File: config.mk
export PLATFORM = sky130hd
export DESIGN_NAME = ser_rx_ctrl
export DESIGN_NICKNAME = d
export VERILOG_FILES = /design/src/rtl/ser_rx_pkg.sv /design/src/rtl/sync2.sv /design/src/rtl/ser_rx_ctrl.sv
export SDC_FILE = /design/constraint.sdc
export NUM_CORES = 1
export LEC_CHECK = 0
export CAP_MARGIN = 40
export CORE_MARGIN = 3
export CORE_UTILIZATION = 53
export DETAILED_ROUTE_END_ITERATION = 8
export DONT_BUFFER_PORTS = 1
export GPL_TIMING_DRIVEN = 0
export MAX_ROUTING_LAYER = met4
export PLACE_DENSITY = 0.71
export SETUP_SLACK_MARGIN = 0.15
export SLEW_MARGIN = 20
export SYNTH_ARGS = -nofsm -noshare
export SYNTH_HDL_FRONTEND = slang
export SYNTH_HIERARCHICAL = 1
export SYNTH_SLANG_ARGS = --single-unit
File: constraint.sdc
create_clock -name MHz10 -period 1.7 [get_ports MHz10]
set_clock_uncertainty 0.05 [all_clocks]
set_input_delay 0.17 -clock MHz10 [delete_from_list [all_inputs] [get_ports MHz10]]
set_output_delay 0.17 -clock MHz10 [all_outputs]
set_load 0.1 [all_outputs]
File: src/rtl/ser_rx_pkg.sv
// ============================================================================
// Module      : ser_rx_pkg
// Description : Shared types and constants for the serial-receive front end.
//               Provides the receive FSM state enum and the data width. The
//               data width must match the downstream shift register
//               (ser_to_par).
// Revision    : 1.0 - initial release
// ============================================================================
`default_nettype none

package ser_rx_pkg;

    localparam int DATA_BITS = 8;
    localparam int IDX_W     = $clog2(DATA_BITS);

    typedef enum logic [1:0] {
        IDLE  = 2'd0,
        START = 2'd1,
        DATA  = 2'd2,
        STOP  = 2'd3
    } rx_state_t;

endpackage

`default_nettype wire

File: src/rtl/sync2.sv
// ============================================================================
// Module      : sync2
// Description : Two-flop synchronizer for an asynchronous single-bit input.
//               The reset value is a parameter, so an idle-high line can
//               come out of reset without a false edge.
// Ports       : MHz10 - clock
//               nrst  - synchronous active-low reset
//               i_d   - asynchronous input
//               o_q   - synchronized output
// Revision    : 1.0 - initial release
// ============================================================================
`default_nettype none

module sync2 #(
    parameter logic RST_VAL = 1'b1
) (
    input  logic MHz10,
    input  logic nrst,
    input  logic i_d,
    output logic o_q
);

    logic [1:0] r_sync;

    always_ff @(posedge MHz10) begin
        if (!nrst) begin
            r_sync <= {2{RST_VAL}};
        end else begin
            r_sync <= {r_sync[0], i_d};
        end
    end

    assign o_q = r_sync[1];

endmodule

`default_nettype wire

File: src/rtl/ser_rx_ctrl.sv
// ============================================================================
// Module      : ser_rx_ctrl
// Description : Serial-receive front end for an 8-bit serial-to-parallel
//               shift register. It synchronizes rx_in and detects a start
//               bit. Each data bit (LSB first) is sampled at mid-bit and
//               handed to the shift register. The stop bit is then checked.
// Ports       : MHz10     - clock
//               nrst      - synchronous active-low reset
//               en        - block enable; low aborts and holds IDLE
//               rx_in     - asynchronous serial line, idles high
//               shift_en  - strobe to shift register enable
//               shift_bit - sampled data bit to shift register serial
//               sr_clear  - strobe to shift register clear
//               byte_done - pulse: frame received, stop bit valid
//               frame_err - pulse: stop bit sampled low
//               busy      - high in START, DATA, STOP
// Revision    : 1.0 - initial release
// ============================================================================
`default_nettype none

module ser_rx_ctrl
    import ser_rx_pkg::*;
#(
    parameter int CLKS_PER_BIT = 87,
    parameter int CNT_W        = $clog2(CLKS_PER_BIT)
) (
    input  logic MHz10,
    input  logic nrst,
    input  logic en,
    input  logic rx_in,
    output logic shift_en,
    output logic shift_bit,
    output logic sr_clear,
    output logic byte_done,
    output logic frame_err,
    output logic busy
);

    localparam logic [CNT_W-1:0] c_HALF_TC  = CNT_W'(CLKS_PER_BIT / 2 - 1);
    localparam logic [CNT_W-1:0] c_FULL_TC  = CNT_W'(CLKS_PER_BIT - 1);
    localparam logic [IDX_W-1:0] c_LAST_IDX = IDX_W'(DATA_BITS - 1);

    logic             w_rx_s;

    rx_state_t        r_state,     w_state_nxt;
    logic [CNT_W-1:0] r_cnt,       w_cnt_nxt;
    logic [IDX_W-1:0] r_bit_idx,   w_idx_nxt;
    logic             r_armed,     w_armed_nxt;
    logic             r_shift_en,  w_shift_en_nxt;
    logic             r_shift_bit, w_shift_bit_nxt;
    logic             r_sr_clear,  w_sr_clear_nxt;
    logic             r_byte_done, w_byte_done_nxt;
    logic             r_frame_err, w_frame_err_nxt;
    logic             r_busy,      w_busy_nxt;

    sync2 #(
        .RST_VAL (1'b1)
    ) u_sync_rx (
        .MHz10 (MHz10),
        .nrst  (nrst),
        .i_d   (rx_in),
        .o_q   (w_rx_s)
    );

    always_ff @(posedge MHz10) begin
        if (!nrst) begin
            r_state     <= IDLE;
            r_cnt       <= '0;
            r_bit_idx   <= '0;
            r_armed     <= 1'b0;
            r_shift_en  <= 1'b0;
            r_shift_bit <= 1'b0;
            r_sr_clear  <= 1'b0;
            r_byte_done <= 1'b0;
            r_frame_err <= 1'b0;
            r_busy      <= 1'b0;
        end else begin
            r_state     <= w_state_nxt;
            r_cnt       <= w_cnt_nxt;
            r_bit_idx   <= w_idx_nxt;
            r_armed     <= w_armed_nxt;
            r_shift_en  <= w_shift_en_nxt;
            r_shift_bit <= w_shift_bit_nxt;
            r_sr_clear  <= w_sr_clear_nxt;
            r_byte_done <= w_byte_done_nxt;
            r_frame_err <= w_frame_err_nxt;
            r_busy      <= w_busy_nxt;
        end
    end

    always_comb begin
        w_state_nxt     = r_state;
        w_cnt_nxt       = r_cnt + 1'b1;
        w_idx_nxt       = r_bit_idx;
        w_armed_nxt     = r_armed;
        w_shift_en_nxt  = 1'b0;
        w_shift_bit_nxt = r_shift_bit;
        w_sr_clear_nxt  = 1'b0;
        w_byte_done_nxt = 1'b0;
        w_frame_err_nxt = 1'b0;

        if (!en) begin
            w_state_nxt = IDLE;
            w_cnt_nxt   = '0;
            w_idx_nxt   = '0;
            w_armed_nxt = 1'b0;
        end else begin
            case (r_state)
                IDLE: begin
                    w_cnt_nxt = '0;
                    w_idx_nxt = '0;
                    // A line must be seen high before a start is accepted,
                    // so a break condition cannot retrigger reception.
                    if (w_rx_s) begin
                        w_armed_nxt = 1'b1;
                    end
                    if (r_armed && !w_rx_s) begin
                        w_state_nxt    = START;
                        w_sr_clear_nxt = 1'b1;
                    end
                end
                START: begin
                    // Half a bit in: confirm the start bit is still low.
                    if (r_cnt == c_HALF_TC) begin
                        w_cnt_nxt   = '0;
                        w_state_nxt = w_rx_s ? IDLE : DATA;
                    end
                end
                DATA: begin
                    if (r_cnt == c_FULL_TC) begin
                        w_cnt_nxt       = '0;
                        w_shift_en_nxt  = 1'b1;
                        w_shift_bit_nxt = w_rx_s;
                        if (r_bit_idx == c_LAST_IDX) begin
                            w_state_nxt = STOP;
                        end else begin
                            w_idx_nxt = r_bit_idx + 1'b1;
                        end
                    end
                end
                STOP: begin
                    if (r_cnt == c_FULL_TC) begin
                        w_cnt_nxt   = '0;
                        w_state_nxt = IDLE;
                        if (w_rx_s) begin
                            w_byte_done_nxt = 1'b1;
                        end else begin
                            w_frame_err_nxt = 1'b1;
                            w_armed_nxt     = 1'b0;
                        end
                    end
                end
                default: begin
                    w_state_nxt = IDLE;
                end
            endcase
        end

        w_busy_nxt = (w_state_nxt != IDLE);
    end

    assign shift_en  = r_shift_en;
    assign shift_bit = r_shift_bit;
    assign sr_clear  = r_sr_clear;
    assign byte_done = r_byte_done;
    assign frame_err = r_frame_err;
    assign busy      = r_busy;

endmodule

`default_nettype wire

==> flow_summary_export.csv <==
group,metric,value,unit
synthesis,postSynthAreaPerCell,9.557,sq um
final_layout,layout_common_cells,"dfxtp_1 (19), nor2_1 (11), nand2_1 (6), buf_8 (6)",
setup_path,required,1.85,ns
clocking,cts.sinks,21,
clocking,clockBufferDepth,2,
final_layout,area.growth.synth_to_final,24.65,%
sta,report.final.hold_viol_count,0,
clocking,clock_latency,0.30,ns
route,routed_wl,1558,microns
setup_path,critPathArrivalTime,1.78,ns
setup_path,rrSetupSlack,0.07,ns
setup_path,reg2reg_depth,5,
place,dpl-instance-area,1012,sq um
final_layout,nNetsFinal,117,
synthesis,synth_edf_count,0,
floorplanning,rows,14,
place,hpwlAfterDp,1067,microns
synthesis,mappedNetlistNets,102,
floorplanning,die_x,47.17,microns
final_layout,antenna_cells,0,
final_layout,fin_cells,124,
worst_hold_path,min_from,"en",
global_route,first_global_vias,655,
global_route,grt_max_degree,12,
setup_path,cp_max_fo,4,
floorplanning,io_pins,10,
floorplanning,core-area,1559,sq um
synthesis,ys_ff_latch,21,
clocking,htreeDepth,1,
sta,maxSlewHeadroom,74.50,%
setup_path,reg2reg_to,"busy",
power_and_ir_drop,powerDensity,672.7,nW/um^2
setup_path,timing.rr.start,"r_bit_idx[0]",
synthesis,seq_area_frac_synth,46.80,%
route,drc,0,
global_route,grt_usage,18.17,%
flow_run,max_cap_violations,0,
sta,min_period_over_period,96.11,%
place,place.gp.congestion,0.8334,
worst_hold_path,hold_end,"shift_bit",
clocking,cts_buffers,3,
worst_hold_path,worstHoldPathCells,2,
final_layout,drive_above_1_share,22.22,%
place,io_buffer_count,0,
status,status,"complete, no violations",
floorplanning,start_util,57.62,%
sta,layout_min_cycle_time,1.634,ns
clocking,root_buffer,"clkbuf_4",
synthesis,synthCells,94,
sta,clock.fmax,612.0,MHz
sta,rsz0062_at_grt,"yes",
route,routed_via_density,5.548,
worst_hold_path,hp-class,"primary input to flop",
final_layout,final_common_cell,"dfxtp_1",
sta,drv_slew,0,
sta,worst_slew_pin_slew,0.3816,ns
setup_path,cp-start-kind,"flop",
sta,finalSetupViolCount,0,
sta,setup_slack,0.06611,ns
power_and_ir_drop,ir_drop,458.5,uV
synthesis,syn_area,898.4,sq um
route,drtAntennaViolNets,0,
global_route,gr-total-overflow,0,
synthesis,synth-main-ff-cell,"dfxtp_1",
power_and_ir_drop,p_leak,0.4226,nW
setup_path,endpoint_kind,"flop",
route,first_pass_iters,4,
final_layout,fin_area,1120,sq um
route,wire_per_inst,12.56,microns
synthesis,ys_async_sr_fraction,0,%
synthesis,yosys_warnings,6,
setup_path,crit_type,"flop to flop",
floorplanning,die_area,2225,sq um
route,drt-initial-drc-count,16,
floorplanning,dieHeight,47.17,microns
place,dp.cells,116,
clocking,cts_tree,"built",
global_route,antenna_found_initial,0,
clocking,path_clk_slew,0.11,ns
synthesis,synthDistinctLibCells,34,
global_route,grt_pass1_wl,2691,microns
route,vias,688,
place,place_ws,-0.006133,ns
synthesized netlist by cell type, types with 2 or more instances:
library cell / n / area share [%]
nor3_1: 3 / 1.7
a22o_1: 2 / 2.0
dfxtp_1: 21 / 47
xor2_1: 2 / 2.0
xnor2_1: 3 / 2.9
nand2_1: 6 / 2.5
ha_1: 4 / 5.6
nor2_1: 12 / 5.0
a31oi_1: 3 / 2.1
and3_1: 3 / 2.1
nor2b_1: 2 / 1.4
and4b_1: 2 / 2.2
nand2b_1: 4 / 2.8
nor4_1: 2 / 1.4
a21oi_1: 4 / 2.2
nand3_1: 3 / 1.7
cell families after synthesis:
logic type / synth area share, %
AND/OR/NAND/NOR: 26.60
flip-flops: 46.80
AO/OA/AOI/OAI: 12.54
XOR/XNOR: 4.876
buffers and inverters: 2.506
adder cells (fa/ha/maj): 5.571
multiplexers: 1.114
metal layers:
metal / share of wire (%) / global-route usage [%] / vias up
li1: - / - / 361
met1: 49 / 20.09 / 311
met2: 46 / 29.54 / 11
met3: 2.6 / 3.448 / 5
met4: 2.8 / 11.60 / 0
met5: 0 / - / -
cell type report:
type / instances / area [sq um]
buffer: 3 / 20.02
clock buffer: 4 / 26.28
fill: 118 / 439.2
inverter: 1 / 3.754
multi-input combinational: 69 / 499.2
sequential: 21 / 422.9
tap: 16 / 20.02
timing repair buffer: 10 / 127.6
per-stage QoR:
stage | power, mW | setup TNS (ns) | utilization [%] | hold slack (ns)
2_1_floorplan | 0.5207 | 0 | - | 0.1930
3_3_place_gp | 0.5229 | 0 | 59.15 | 0.1944
3_5_place_dp | 0.5241 | -0.007179 | 64.93 | 0.1988
4_1_cts | 0.7555 | 0 | 70.39 | 0.1183
5_1_grt | 0.7785 | -0.01978 | 71.83 | 0.1126
6_report | 0.7533 | 0 | 71.83 | 0.1238
what timing repair did:
item	in CTS	in global routing
endpoints found under the setup margin	12	13
hold buffers	3	0
endpoints found under the hold margin	5	0
pin swaps	5	6
setup buffers	1	0
resized for setup	4	5
worst max-delay path: stages, from the launching register on:
cell and delay, ns:
dfxtp_1 0.34, ha_1 0.19, ha_1 0.26, and4b_1 0.24
o31a_1 0.24, or2_1 0.22
flip-flops by register name, indices dropped and copies added (netlist names), 2 cells and up:
name and count:
r_cnt 7, u_sync_rx/r_sync 2, r_state 2, r_bit_idx 3
how the worst max path moves through the flow:
stage | start | end | slack, ns
finish | r_bit_idx[0] | busy | 0.07
global route | r_cnt[0] | busy | -0.02
CTS | r_cnt[0] | busy | 0.06
detailed placement | r_cnt[0] | r_cnt[4] | -0.006
global placement | r_cnt[0] | busy | 0.04
floorplan | r_cnt[0] | busy | 0.09
power breakdown:
group	switching, mW	total (mW)	internal (mW)
registers	0.00281	0.499	0.496
clock network	0.140	0.232	0.0914
logic	0.0123	0.0230	0.0106
Note: power is estimated with default switching activity, not from simulation.
